File: config.mk
export PLATFORM = sky130hd
export DESIGN_NAME = serial_add_sequencer
export DESIGN_NICKNAME = d
export VERILOG_FILES = /design/src/rtl/serial_add_sequencer.sv
export SDC_FILE = /design/constraint.sdc
export NUM_CORES = 1
export LEC_CHECK = 0
export CAP_MARGIN = 5
export CORE_ASPECT_RATIO = 0.6
export CORE_MARGIN = 3
export CORE_UTILIZATION = 30
export DETAILED_ROUTE_END_ITERATION = 10
export GPL_TIMING_DRIVEN = 0
export PLACE_DENSITY_LB_ADDON = 0.12
export REMOVE_ABC_BUFFERS = 1
export SYNTH_ARGS = -nofsm -noshare
export SYNTH_HDL_FRONTEND = slang
export SYNTH_SLANG_ARGS = --single-unit
File: constraint.sdc
create_clock -name clk -period 2.5 [get_ports clk]
set_input_delay 0.375 -clock clk [delete_from_list [all_inputs] [get_ports clk]]
set_output_delay 0.375 -clock clk [all_outputs]
set_load 0.01 [all_outputs]
File: src/rtl/serial_add_sequencer.sv
// serial_add_sequencer
// Bit-serial add/subtract sequencer. Operands are accepted over a valid/ready
// handshake, streamed LSB first through an external 1-bit full-adder cell
// (one bit pair per clock, running carry held locally), and the assembled
// result plus Carry/Overflow/Zero flags is offered over a second handshake.
module serial_add_sequencer #(
    parameter int WIDTH = 8
) (
    input  logic             clk,
    input  logic             rst_n,
    input  logic             start_valid,
    output logic             start_ready,
    input  logic [WIDTH-1:0] a,
    input  logic [WIDTH-1:0] b,
    input  logic             sub,
    output logic             cell_a,
    output logic             cell_b,
    output logic             cell_cin,
    input  logic             cell_y,
    input  logic             cell_carry,
    output logic [WIDTH-1:0] y,
    output logic             carry,
    output logic             overflow,
    output logic             zero,
    output logic             res_valid,
    input  logic             res_ready
);

    localparam int CW = (WIDTH > 2) ? $clog2(WIDTH) : 1;
    // Counter value on the edge that consumes the MSB pair.
    localparam logic [CW-1:0] CNT_LAST = CW'(WIDTH - 1);
    // Counter value on the edge whose carry-out feeds the MSB.
    localparam logic [CW-1:0] CNT_MSB  = CW'(WIDTH - 2);

    typedef enum logic [1:0] {
        S_IDLE = 2'd0,
        S_RUN  = 2'd1,
        S_DONE = 2'd2
    } state_e;

    state_e           state_q,     state_d;
    logic [CW-1:0]    cnt_q,       cnt_d;
    logic             carry_q,     carry_d;
    logic             cin_msb_q,   cin_msb_d;
    logic [WIDTH-1:0] a_sh_q,      a_sh_d;
    logic [WIDTH-1:0] b_sh_q,      b_sh_d;
    logic [WIDTH-1:0] acc_q,       acc_d;
    logic [WIDTH-1:0] y_q,         y_d;
    logic             carry_out_q, carry_out_d;
    logic             ovf_q,       ovf_d;
    logic             zero_q,      zero_d;
    logic             res_valid_q, res_valid_d;

    // Result register after inserting this cycle's sum bit at the MSB end.
    logic [WIDTH-1:0] acc_shift_s;
    assign acc_shift_s = {cell_y, acc_q[WIDTH-1:1]};

    // State register and datapath flops, all asynchronously cleared.
    always_ff @(posedge clk or negedge rst_n) begin
        if (!rst_n) begin
            state_q     <= S_IDLE;
            cnt_q       <= {CW{1'b0}};
            carry_q     <= 1'b0;
            cin_msb_q   <= 1'b0;
            a_sh_q      <= {WIDTH{1'b0}};
            b_sh_q      <= {WIDTH{1'b0}};
            acc_q       <= {WIDTH{1'b0}};
            y_q         <= {WIDTH{1'b0}};
            carry_out_q <= 1'b0;
            ovf_q       <= 1'b0;
            zero_q      <= 1'b0;
            res_valid_q <= 1'b0;
        end else begin
            state_q     <= state_d;
            cnt_q       <= cnt_d;
            carry_q     <= carry_d;
            cin_msb_q   <= cin_msb_d;
            a_sh_q      <= a_sh_d;
            b_sh_q      <= b_sh_d;
            acc_q       <= acc_d;
            y_q         <= y_d;
            carry_out_q <= carry_out_d;
            ovf_q       <= ovf_d;
            zero_q      <= zero_d;
            res_valid_q <= res_valid_d;
        end
    end

    // Next-state and datapath update: load, shift one bit pair per cycle, finish.
    always_comb begin
        state_d     = state_q;
        cnt_d       = cnt_q;
        carry_d     = carry_q;
        cin_msb_d   = cin_msb_q;
        a_sh_d      = a_sh_q;
        b_sh_d      = b_sh_q;
        acc_d       = acc_q;
        y_d         = y_q;
        carry_out_d = carry_out_q;
        ovf_d       = ovf_q;
        zero_d      = zero_q;
        res_valid_d = res_valid_q;

        case (state_q)
            S_IDLE: begin
                res_valid_d = 1'b0;
                if (start_valid) begin
                    // Subtraction is A + ~B + 1: invert B here, seed carry with 1.
                    a_sh_d  = a;
                    b_sh_d  = b ^ {WIDTH{sub}};
                    carry_d = sub;
                    cnt_d   = {CW{1'b0}};
                    state_d = S_RUN;
                end else begin
                    state_d = S_IDLE;
                end
            end
            S_RUN: begin
                acc_d   = acc_shift_s;
                carry_d = cell_carry;
                a_sh_d  = {1'b0, a_sh_q[WIDTH-1:1]};
                b_sh_d  = {1'b0, b_sh_q[WIDTH-1:1]};
                cnt_d   = cnt_q + {{(CW-1){1'b0}}, 1'b1};
                if (cnt_q == CNT_MSB) begin
                    cin_msb_d = cell_carry;
                end else begin
                    cin_msb_d = cin_msb_q;
                end
                if (cnt_q == CNT_LAST) begin
                    // Overflow: carry into MSB differs from carry out of MSB.
                    state_d     = S_DONE;
                    y_d         = acc_shift_s;
                    carry_out_d = cell_carry;
                    ovf_d       = cin_msb_q ^ cell_carry;
                    zero_d      = (acc_shift_s == {WIDTH{1'b0}});
                    res_valid_d = 1'b1;
                end else begin
                    state_d = S_RUN;
                end
            end
            S_DONE: begin
                if (res_ready) begin
                    state_d     = S_IDLE;
                    res_valid_d = 1'b0;
                end else begin
                    state_d     = S_DONE;
                    res_valid_d = 1'b1;
                end
            end
            default: begin
                state_d     = S_IDLE;
                res_valid_d = 1'b0;
            end
        endcase
    end

    // Cell drive: current bit pair and running carry while running, quiet otherwise.
    always_comb begin
        cell_a   = 1'b0;
        cell_b   = 1'b0;
        cell_cin = 1'b0;
        if (state_q == S_RUN) begin
            cell_a   = a_sh_q[0];
            cell_b   = b_sh_q[0];
            cell_cin = carry_q;
        end else begin
            cell_a   = 1'b0;
            cell_b   = 1'b0;
            cell_cin = 1'b0;
        end
    end

    assign start_ready = (state_q == S_IDLE);
    assign y           = y_q;
    assign carry       = carry_out_q;
    assign overflow    = ovf_q;
    assign zero        = zero_q;
    assign res_valid   = res_valid_q;

endmodule

# Word-level counts from Yosys, hierarchy flattened
# Index checks and enable logic that the tools add are counted.
# totals
in_bits	23
output_inout_bits	16
regBits	43
wordCells	45
# classes
bitwise	2
n_reduce_logical	6
muxes	18
eq_ne	6
add_sub_neg	1
# ops
op	count
$pmux 8 s2	2
$mux 8	2
$logic_not 8->1	1
$xor 8x8->8	1
$mux 1	7
$eq 3x3->1 const B	2
$pmux 2 s3	1
$pmux 3 s2	1
$reduce_and 2->1	3
$mux 2	2
$ne 2x2->1 const B	2
$pmux 1 s2	2
$add 3x1->3 const B	1
$mux 3	1
$eq 2x1->1 const B	1
$eq 2x2->1 const B	1
$logic_not 2->1	1
$reduce_bool 2->1	1
$xor 1x1->1	1

# Longest topological paths before layout
# Gate-level depths: netlist (run 1).
# logic_depth
depth_word	3
depth_mapped	7
ltp_nobuf	5

# Worst setup path after synthesis (run 1)
# Ideal clock, no wire load.
# synth_path
path_kind	flip-flop to flip-flop
start	register state_q[0]
end	register a_sh_q[0]
t_arrival_ns	1.434
path_slack_ns	0.947
required_ns	2.381
synth_period_minus_slack_ns	1.553
stages_incl_launch_ff	6
path_buffers	1
setup_time_ns	0.119
path_cell_list	dfrtp_1 inv_1 ha_1 mux2i_4 buf_6 o21ai_2
# synth_between
elab_chain_len	3
word_cells_on_any_way	6
cone_classes	eq/ne: 2; mux: 1; reduce/logical: 3
# synth_rtl
item	line	rtl
from (decl)	41	state_e state_q, state_d;
from (signal assigned)	74	state_q <= state_d;
$logic_not 2->1 *	-	
via start_ready	12	output logic start_ready,
$ne 2x2->1 (no line) or $reduce_bool 2->1 (tied branches)	-	
$reduce_and 2->1 (no line)	-	
to (signal assigned)	65	a_sh_q <= {WIDTH{1'b0}};
to (signal assigned)	78	a_sh_q <= a_sh_d;
to (decl)	45	logic [WIDTH-1:0] a_sh_q, a_sh_d;
# The timed path passes the listed nets; every way through them passes the cells marked *.
# A chain may end at the register's enable or synchronous reset.

# Worst setup path after layout (run 1)
# layout_path
start	register state_q[1]
end	output port cell_cin
# layout_between
elab_chain_len	2
# layout_rtl
item	line	rtl
$eq 2x1->1	162	if (state_q == S_RUN) begin
$mux 1	162	
to (decl)	18	output logic cell_cin,
# Every way passes these cells.

==> results.toml, run 1 <==
[status]
status = "complete, no violations"

[cts]
cts_tree = "yes"
insertion_delay_ns = 0.28
cts.sinks = 42
cts.clk_slew.worst_paths_ns = 0.06
cts_max_path_buffers = 2
cts_root_buffer = "clkbuf_16"
htree_levels = 2
cts_inserted_buffers = 5

[floorplan]
die-area_sq_um = 7847
io_pins = 39
initial_core_util_pct = 32.17
core_sq_um = 6331
die_y_um = 69.83
rows = 22
die-width_um = 112.4

[sta]
setup_viol = 0
hold_violations = 0
skew_ns = 0.003592
fin_crit_sh_pct = 91.99
finalMaxSlewViolations = 0
relSlewSlack_pct = 24.55
fmax_mhz = 434.8
fin_ws_ns = 0.2002
rsz0062_at_grt = "no"
period_minus_slack_ns = 2.300
worst_pin_slew_ns = 1.108

[finish]
final_area_sq_um = 2656
layout-drive-gt1-share_pct = 20.38
area_growth_pct = 30.41
diodes = 0
nets = 240
stdcell_count = 295

[critical_path]
critical_path_class = "reg -> out"
reg2reg_from = "state_q[1]"
rrSetupSlack_ns = 0.24
start_kind = "flip-flop"
reg2regPathDepth = 4
required_ns = 2.12
rr_endpoint = "cnt_q[2]"
crit_arrival_ns = 1.92
worstSetupEndpointType = "output pin"
critPathMaxFanout = 20

[detailed_routing]
ant_nets = 0
firstDrtPassIters = 3
vias = 1351
viasPerCell = 4.580
drtIter0Drc = 33
drc = 0
wl_per_cell_um = 13.35
wirelength_um = 3939

[grt]
antenna_found_initial = 0
grt_util_met1_pct = 14.36
globalRouteMet3Util_pct = 3.139
grt_max_degree = 38
grtUsageMet2_pct = 16.04
grt-ovfl-total = 0
busiest_layer = "met2"
grt_first_pass_wirelength_um = 6699
grt_pass1_vias = 1372
grtUsageTotal_pct = 10.66

[job]
cap_violations = 0

[synth]
netlist_top_cells_count = "42 x dfrtp_1, 26 x nand2_1, 18 x mux2_2, 15 x mux2i_1, 12 x o21ai_2"
synth_top_area_cell = "dfrtp_1"
synthCells = 171
ys_warn_count = 0
avgSynthCellArea_sq_um = 11.91
netlist_area_sq_um = 2037
synth_edf_count = 0
ys_ff_latch = 42
post-synth-top-area-fraction_pct = 51.60
synth_area_leaders = "dfrtp_1 52%, mux2_2 10%, mux2i_1 7.4%"
synth_ff_type = "dfrtp_1"
ys_async_sr_fraction_pct = 100.0
ys_types = 25
synth_most_common_cell = "dfrtp_1"
synth_seq_area_share_pct = 51.60

[worst_hold_path]
min_from = "a_sh_q[0]"
hold_end = "a_sh_q[0]"
hold_depth = 2
hold_class = "reg -> reg"

[pwr]
power.leakage_nw = 1.199
p_per_area_nw_per_um2 = 1168
vdd_ir_drop_max_uv = 511.9

[place]
dpl_worst_slack_ns = 0.03263
place_hpwl_um = 2670
port_buffers = 38
gp_congestion = 0.6896
placed_cell_area_sq_um = 2474
dp.cells = 285
==> stage by stage <==
| step | TNS (ns) | total power [mW] | hold WS [ns] | utilization (%) |
|---|---|---|---|---|
| 2_1_floorplan | 0 | 1.982 | 0.07941 | - |
| 3_3_place_gp | -16.65 | 2.415 | 0.4519 | 38.79 |
| 3_5_place_dp | 0 | 2.464 | 0.2638 | 39.07 |
| 4_1_cts | 0 | 3.139 | 0.4725 | 41.72 |
| 5_1_grt | 0 | 3.350 | 0.4999 | 41.96 |
| 6_report | 0 | 3.103 | 0.4685 | 41.96 |
==> kinds of logic (layout without fill, tap and decap cells) <==
logic type	after synthesis	in the layout	share of synthesized area [%]
adder cells (fa/ha/maj)	7	7	4.300
buffers and inverters	12	52	3.808
flip-flops	42	42	51.60
AND/OR/NAND/NOR	40	40	8.968
multiplexers	34	34	18.43
AO/OA/AOI/OAI	27	27	9.030
XOR/XNOR	9	9	3.870
==> timing repair <==
item / CTS / global route
setup endpoints to repair: 3 / 3
buffers inserted: 0 / 1
resized for setup: 1 / 0
hold buffers: 1 / 0
endpoints found under the hold margin: 10 / 0
cloned: 0 / 0
==> layer usage <==
| layer | routed length [um] | vias up |
|---|---|---|
| met1 | 1908 | 655 |
| met3 | 172 | 5 |
| li1 | - | 666 |
| met4 | 67 | 0 |
| met5 | 0 | - |
| met2 | 1791 | 25 |
==> how the worst max path moves through the flow <==
stage	depth (start not counted)	endpoint	startpoint	slack, ns
global placement	4	cell_cin	state_q[1]	-0.51
finish	4	cell_cin	state_q[1]	0.20
detailed placement	4	cell_cin	state_q[1]	0.03
global route	4	cnt_q[0]	state_q[1]	0.02
floorplan	5	a_sh_q[0]	state_q[1]	0.11
CTS	4	cell_cin	state_q[1]	0.04
==> placed cells by master, fill, tap and decap left out, types with 2 or more instances in the layout <==
cell type and count:
nand2b_1 4, ha_1 6, dfrtp_1 42, xor2_1 7, clkbuf_16 5, nand2_1 26, o21ai_2 12, xnor2_1 2
mux2i_1 15, mux2_2 18, o21ai_0 11, inv_1 3, clkdlybuf4s50_1 37, and2_1 3, nor4_1 2, a21oi_1 2
==> sequential cells by signal, summed over array words and instances (netlist names), 2 cells and up <==
signal,flops
a_sh_q,8
b_sh_q,8
y,8
acc_q,7
cnt_q,3
state_q,2
==> power breakdown <==
| part | switching, mW | internal [mW] | total, mW |
|---|---|---|---|
| logic | 0.601 | 0.697 | 1.30 |
| clock network | 0.245 | 0.395 | 0.641 |
| registers | 0.181 | 0.982 | 1.16 |
==> critical path, cell delays in order (launching register included) <==
cell	delay, ns
dfrtp_1	0.41
inv_1	0.13
ha_4	0.38
and2_1	0.19
clkdlybuf4s50_1	0.53
==> area by class of cell <==
class                           count  area [sq um]
Fill cell                         616          3675
Clock buffer                        7         142.6
Tap cell                           84         105.1
Multi-Input combinational cell    117         920.9
Timing Repair Buffer               41         420.4
Inverter                            3         11.26
Clock inverter                      1         5.005
Sequential cell                    42          1051
Power figures use the tool's default switching activity.
==> inputs of run 2 (changes only) <==
Settings changed: CORE_UTILIZATION 30 to 55.
==> results.toml, run 2 (synthesis gave the netlist of run 1 again) <==
[grt]
grt_first_pass_wirelength_um = 6341
grt_pass1_vias = 1379
antenna_found_initial = 0
grtUsageTotal_pct = 18.55
grt-ovfl-total = 0
grt_max_degree = 43

[detailed_routing]
firstDrtPassIters = 4
vias = 1377
viasPerCell = 5.400
wl_per_cell_um = 16.61
ant_nets = 0
wirelength_um = 4235
drc = 0
drtIter0Drc = 92

[cts]
cts_root_buffer = "clkbuf_8"
cts_tree = "yes"
postCtsHoldBufs = 0
cts.sinks = 42
htree_levels = 2
insertion_delay_ns = 0.29
cts_max_path_buffers = 2
cts.clk_slew.worst_paths_ns = 0.08
cts_inserted_buffers = 5

[finish]
nFillCells = 229
layout-drive-gt1-share_pct = 20.95
layout_commonest_cell = "dfrtp_1"
diodes = 0
nets = 239
area_growth_pct = 25.98
mostFrequentLayoutCells = "42 x dfrtp_1, 37 x clkdlybuf4s50_1, 26 x nand2_1"
utilization_pct = 75.40

[place]
place_hpwl_um = 2677
port_buffers = 38
dpl_worst_slack_ns = 0.07221
gp_congestion = 0.7741

[pwr]
p_per_area_nw_per_um2 = 1203
power.leakage_nw = 1.167
vdd_ir_drop_max_uv = 679.2

[sta]
fmax_mhz = 425.8
hold_violations = 0
relSlewSlack_pct = 37.42
fin_crit_sh_pct = 93.93
period_minus_slack_ns = 2.348
skew_ns = 0.002385
fin_tns_setup_ns = 0
hold_ws_ns = 0.2216
setup_viol = 0
fin_ws_ns = 0.1517
finalMaxSlewViolations = 0
worst_pin_slew_ns = 0.9387
rsz0062_at_grt = "no"

[critical_path]
reg2regPathDepth = 5
crit_arrival_ns = 1.97
critical_path_class = "reg -> out"
startpoint = "state_q[0]"
start_kind = "flip-flop"
required_ns = 2.12
worstSetupEndpointType = "output pin"
reg2reg_from = "state_q[0]"
critPathMaxFanout = 8

[floorplan]
rows = 16
die_y_um = 53.14
initial_core_util_pct = 59.85
core_sq_um = 3403
die-width_um = 84.57
die-area_sq_um = 4494
io_pins = 39

[status]
status = "complete, no violations"

[job]
cap_violations = 0

[worst_hold_path]
hold_class = "in -> async"
[run 2: changes by cell type in the layout (fill, tap and decap cells not counted), sizes merged]
| cell | delta |
|---|---|
| clkbuf | -2 |
| mux2i | +1 |
| dlygate4sd3 | -1 |
| clkinv | -1 |
| buf | -1 |
| bufinv | +1 |
| clkinvlp | +2 |
[run 2: worst paths after layout]
path,end,slack (ns)
max,start_ready,0.15
min,y[3],0.22
max reg2reg,cnt_q[0],0.38
min reg2reg,zero,0.48
max in group asynchronous,b_sh_q[4],1.70
min in group clk,zero,0.48
[run 2: power by group]
part	internal (mW)	leakage, nW	switching (mW)	total (mW)
Clock	0.297	0.0504	0.237	0.534
Sequential	0.980	0.525	0.196	1.18
Combinational	0.713	0.592	0.663	1.38
[run 2: cell type report]
cell class / instances / area [sq um] / area share, %
Clock buffer: 5 / 68.82 / 2.682
Clock inverter: 3 / 45.04 / 1.755
Inverter: 3 / 11.26 / 0.4388
Multi-Input combinational cell: 118 / 943.4 / 36.76
Sequential cell: 42 / 1051 / 40.96
Tap cell: 45 / 56.30 / 2.194
Timing Repair Buffer: 39 / 390.4 / 15.21
[run 2: routing by layer]
layer	track usage (%)	vias up	wire (um)
met4	3.947	0	31
met3	4.821	5	267
li1	-	658	-
met5	0	-	0
met2	33.25	49	2123
met1	23.02	665	1812
[run 2: worst max-delay path, cell delays in order, from the launching register on]
cell	delay, ns
dfrtp_1	0.44
inv_1	0.13
ha_1	0.47
clkdlybuf4s50_1	0.64
[run 2: timing repair]
action	in CTS	in global routing
cloned	0	1
resized for setup	1	1
buffers inserted	0	1
endpoints found under the setup margin	3	7
pin swaps	0	0
[run 2: through the flow]
stage,area [sq um],instances,power [mW]
3_5_place_dp,2405,245,2.474
2_1_floorplan,1971,162,1.982
3_3_place_gp,2407,245,2.385
6_report,2566,255,3.087
4_1_cts,2529,253,3.022
5_1_grt,2566,255,3.284
==> inputs of run 3 (changes only) <==
Settings changed: CORE_ASPECT_RATIO 0.6 to 2.
==> results.toml, run 3 (synthesis gave the netlist of run 1 again) <==
[floorplan]
die-area_sq_um = 4514
die-width_um = 49.03
die_y_um = 92.07
core_sq_um = 3491
initial_core_util_pct = 58.35
io_pins = 39
rows = 30

[critical_path]
critical_path_class = "reg -> out"
rr_endpoint = "cnt_q[0]"
critPathMaxFanout = 20
reg2regPathDepth = 4
start_kind = "flip-flop"
reg2reg_from = "state_q[1]"
rrSetupSlack_ns = 0.27
crit_path_end = "cell_b"
worstSetupEndpointType = "output pin"
crit_arrival_ns = 1.93
required_ns = 2.12
startpoint = "state_q[1]"

[detailed_routing]
drtIter0Drc = 24
wl_per_cell_um = 14.26
drc = 0
firstDrtPassIters = 3
viasPerCell = 5.272
vias = 1355
wirelength_um = 3664
ant_nets = 0

[grt]
grt-ovfl-total = 0
grtUsageTotal_pct = 17.91
antenna_found_initial = 0
grt_pass1_vias = 1420
grt_first_pass_wirelength_um = 6189
grt_max_degree = 43

[sta]
relSlewSlack_pct = 25.86
fmax_mhz = 433.2
rsz0062_at_grt = "no"
finalMaxSlewViolations = 0
skew_ns = 0.007184
fin_crit_sh_pct = 92.34
fin_tns_setup_ns = 0
fin_ws_ns = 0.1915
hold_violations = 0
period_minus_slack_ns = 2.309
setup_viol = 0
worst_pin_slew_ns = 1.089

[pwr]
power_mw = 2.991
power.leakage_nw = 1.163
vdd_ir_drop_max_uv = 989.5
p_per_area_nw_per_um2 = 1176

[finish]
area_growth_pct = 24.88
mostFrequentLayoutCells = "42 x dfrtp_1, 37 x clkdlybuf4s50_1, 26 x nand2_1"
multi_input_area_sq_um = 920.9
layout_commonest_cell = "dfrtp_1"
regArea_sq_um = 1051
diodes = 0
nFillCells = 243
nets = 238
layout-drive-gt1-share_pct = 20.10

[worst_hold_path]
hold_class = "in -> async"

[cts]
cts_max_path_buffers = 2
cts.clk_slew.worst_paths_ns = 0.08
htree_levels = 2
insertion_delay_ns = 0.29
cts_inserted_buffers = 5
cts_tree = "yes"
cts.sinks = 42
cts_root_buffer = "clkbuf_8"

[place]
port_buffers = 38
place_hpwl_um = 2625
dpl_worst_slack_ns = 0.03920
gp_congestion = 0.7670

[status]
status = "complete, no violations"

[job]
cap_violations = 0
==> run 3: changes by cell type in the layout (fill, tap and decap cells not counted) <==
cell / before / now
mux2i_4: 2 / 1
clkbuf_1: 0 / 1
clkinvlp_4: 2 / 1
==> run 3: layout make-up <==
| type | instances | share of cell area, % |
|---|---|---|
| Timing Repair Buffer | 39 | 15.35 |
| Multi-Input combinational cell | 117 | 36.20 |
| Inverter | 3 | 0.4427 |
| Sequential cell | 42 | 41.32 |
| Clock buffer | 6 | 2.853 |
| Tap cell | 48 | 2.361 |
| Clock inverter | 2 | 1.476 |
==> run 3: how the worst min path moves through the flow <==
| stage | cells past startpoint | slack [ns] | end |
|---|---|---|---|
| finish | 1 | 0.21 | y[5] |
| detailed placement | 2 | 0.46 | a_sh_q[0] |
| global placement | 2 | 0.46 | a_sh_q[0] |
| CTS | 1 | 0.23 | y[5] |
| global route | 1 | 0.27 | acc_q[6] |
| floorplan | 0 | 0.08 | a_sh_q[0] |
==> run 3: what timing repair did <==
item	4_1_cts	5_1_grt
buffers inserted	0	1
setup endpoints to repair	3	3
resized for setup	1	0
hold buffers	0	0
==> run 3: layer usage <==
metal	wire length (um)	vias to the layer above	global-route usage, %
met5	0	-	0
met4	75	0	7.838
met3	134	6	4.390
met2	2131	29	35.11
met1	1322	662	16.65
li1	-	658	-
==> run 3: critical path, stage by stage (launching register included) <==
cell and delay, ns:
dfrtp_1 0.41, inv_1 0.12, ha_4 0.35, and2_1 0.20
clkdlybuf4s50_1 0.54
==> run 3: through the flow <==
step	area, sq um	std cells	utilization, %	hold WS, ns
after detailed placement	2409	248	69.00	0.4645
after CTS	2529	256	72.44	0.2308
final	2544	257	72.87	0.2076
after global placement	2411	248	69.07	0.4551
after floorplan	1971	162	-	0.07941
after global routing	2544	257	72.87	0.2663
==> run 3: report_power, final <==
part | total, mW | internal [mW] | switching [mW] | leakage [nW]
logic | 1.30 | 0.693 | 0.609 | 0.586
clock network | 0.524 | 0.298 | 0.226 | 0.0514
registers | 1.16 | 0.980 | 0.185 | 0.525
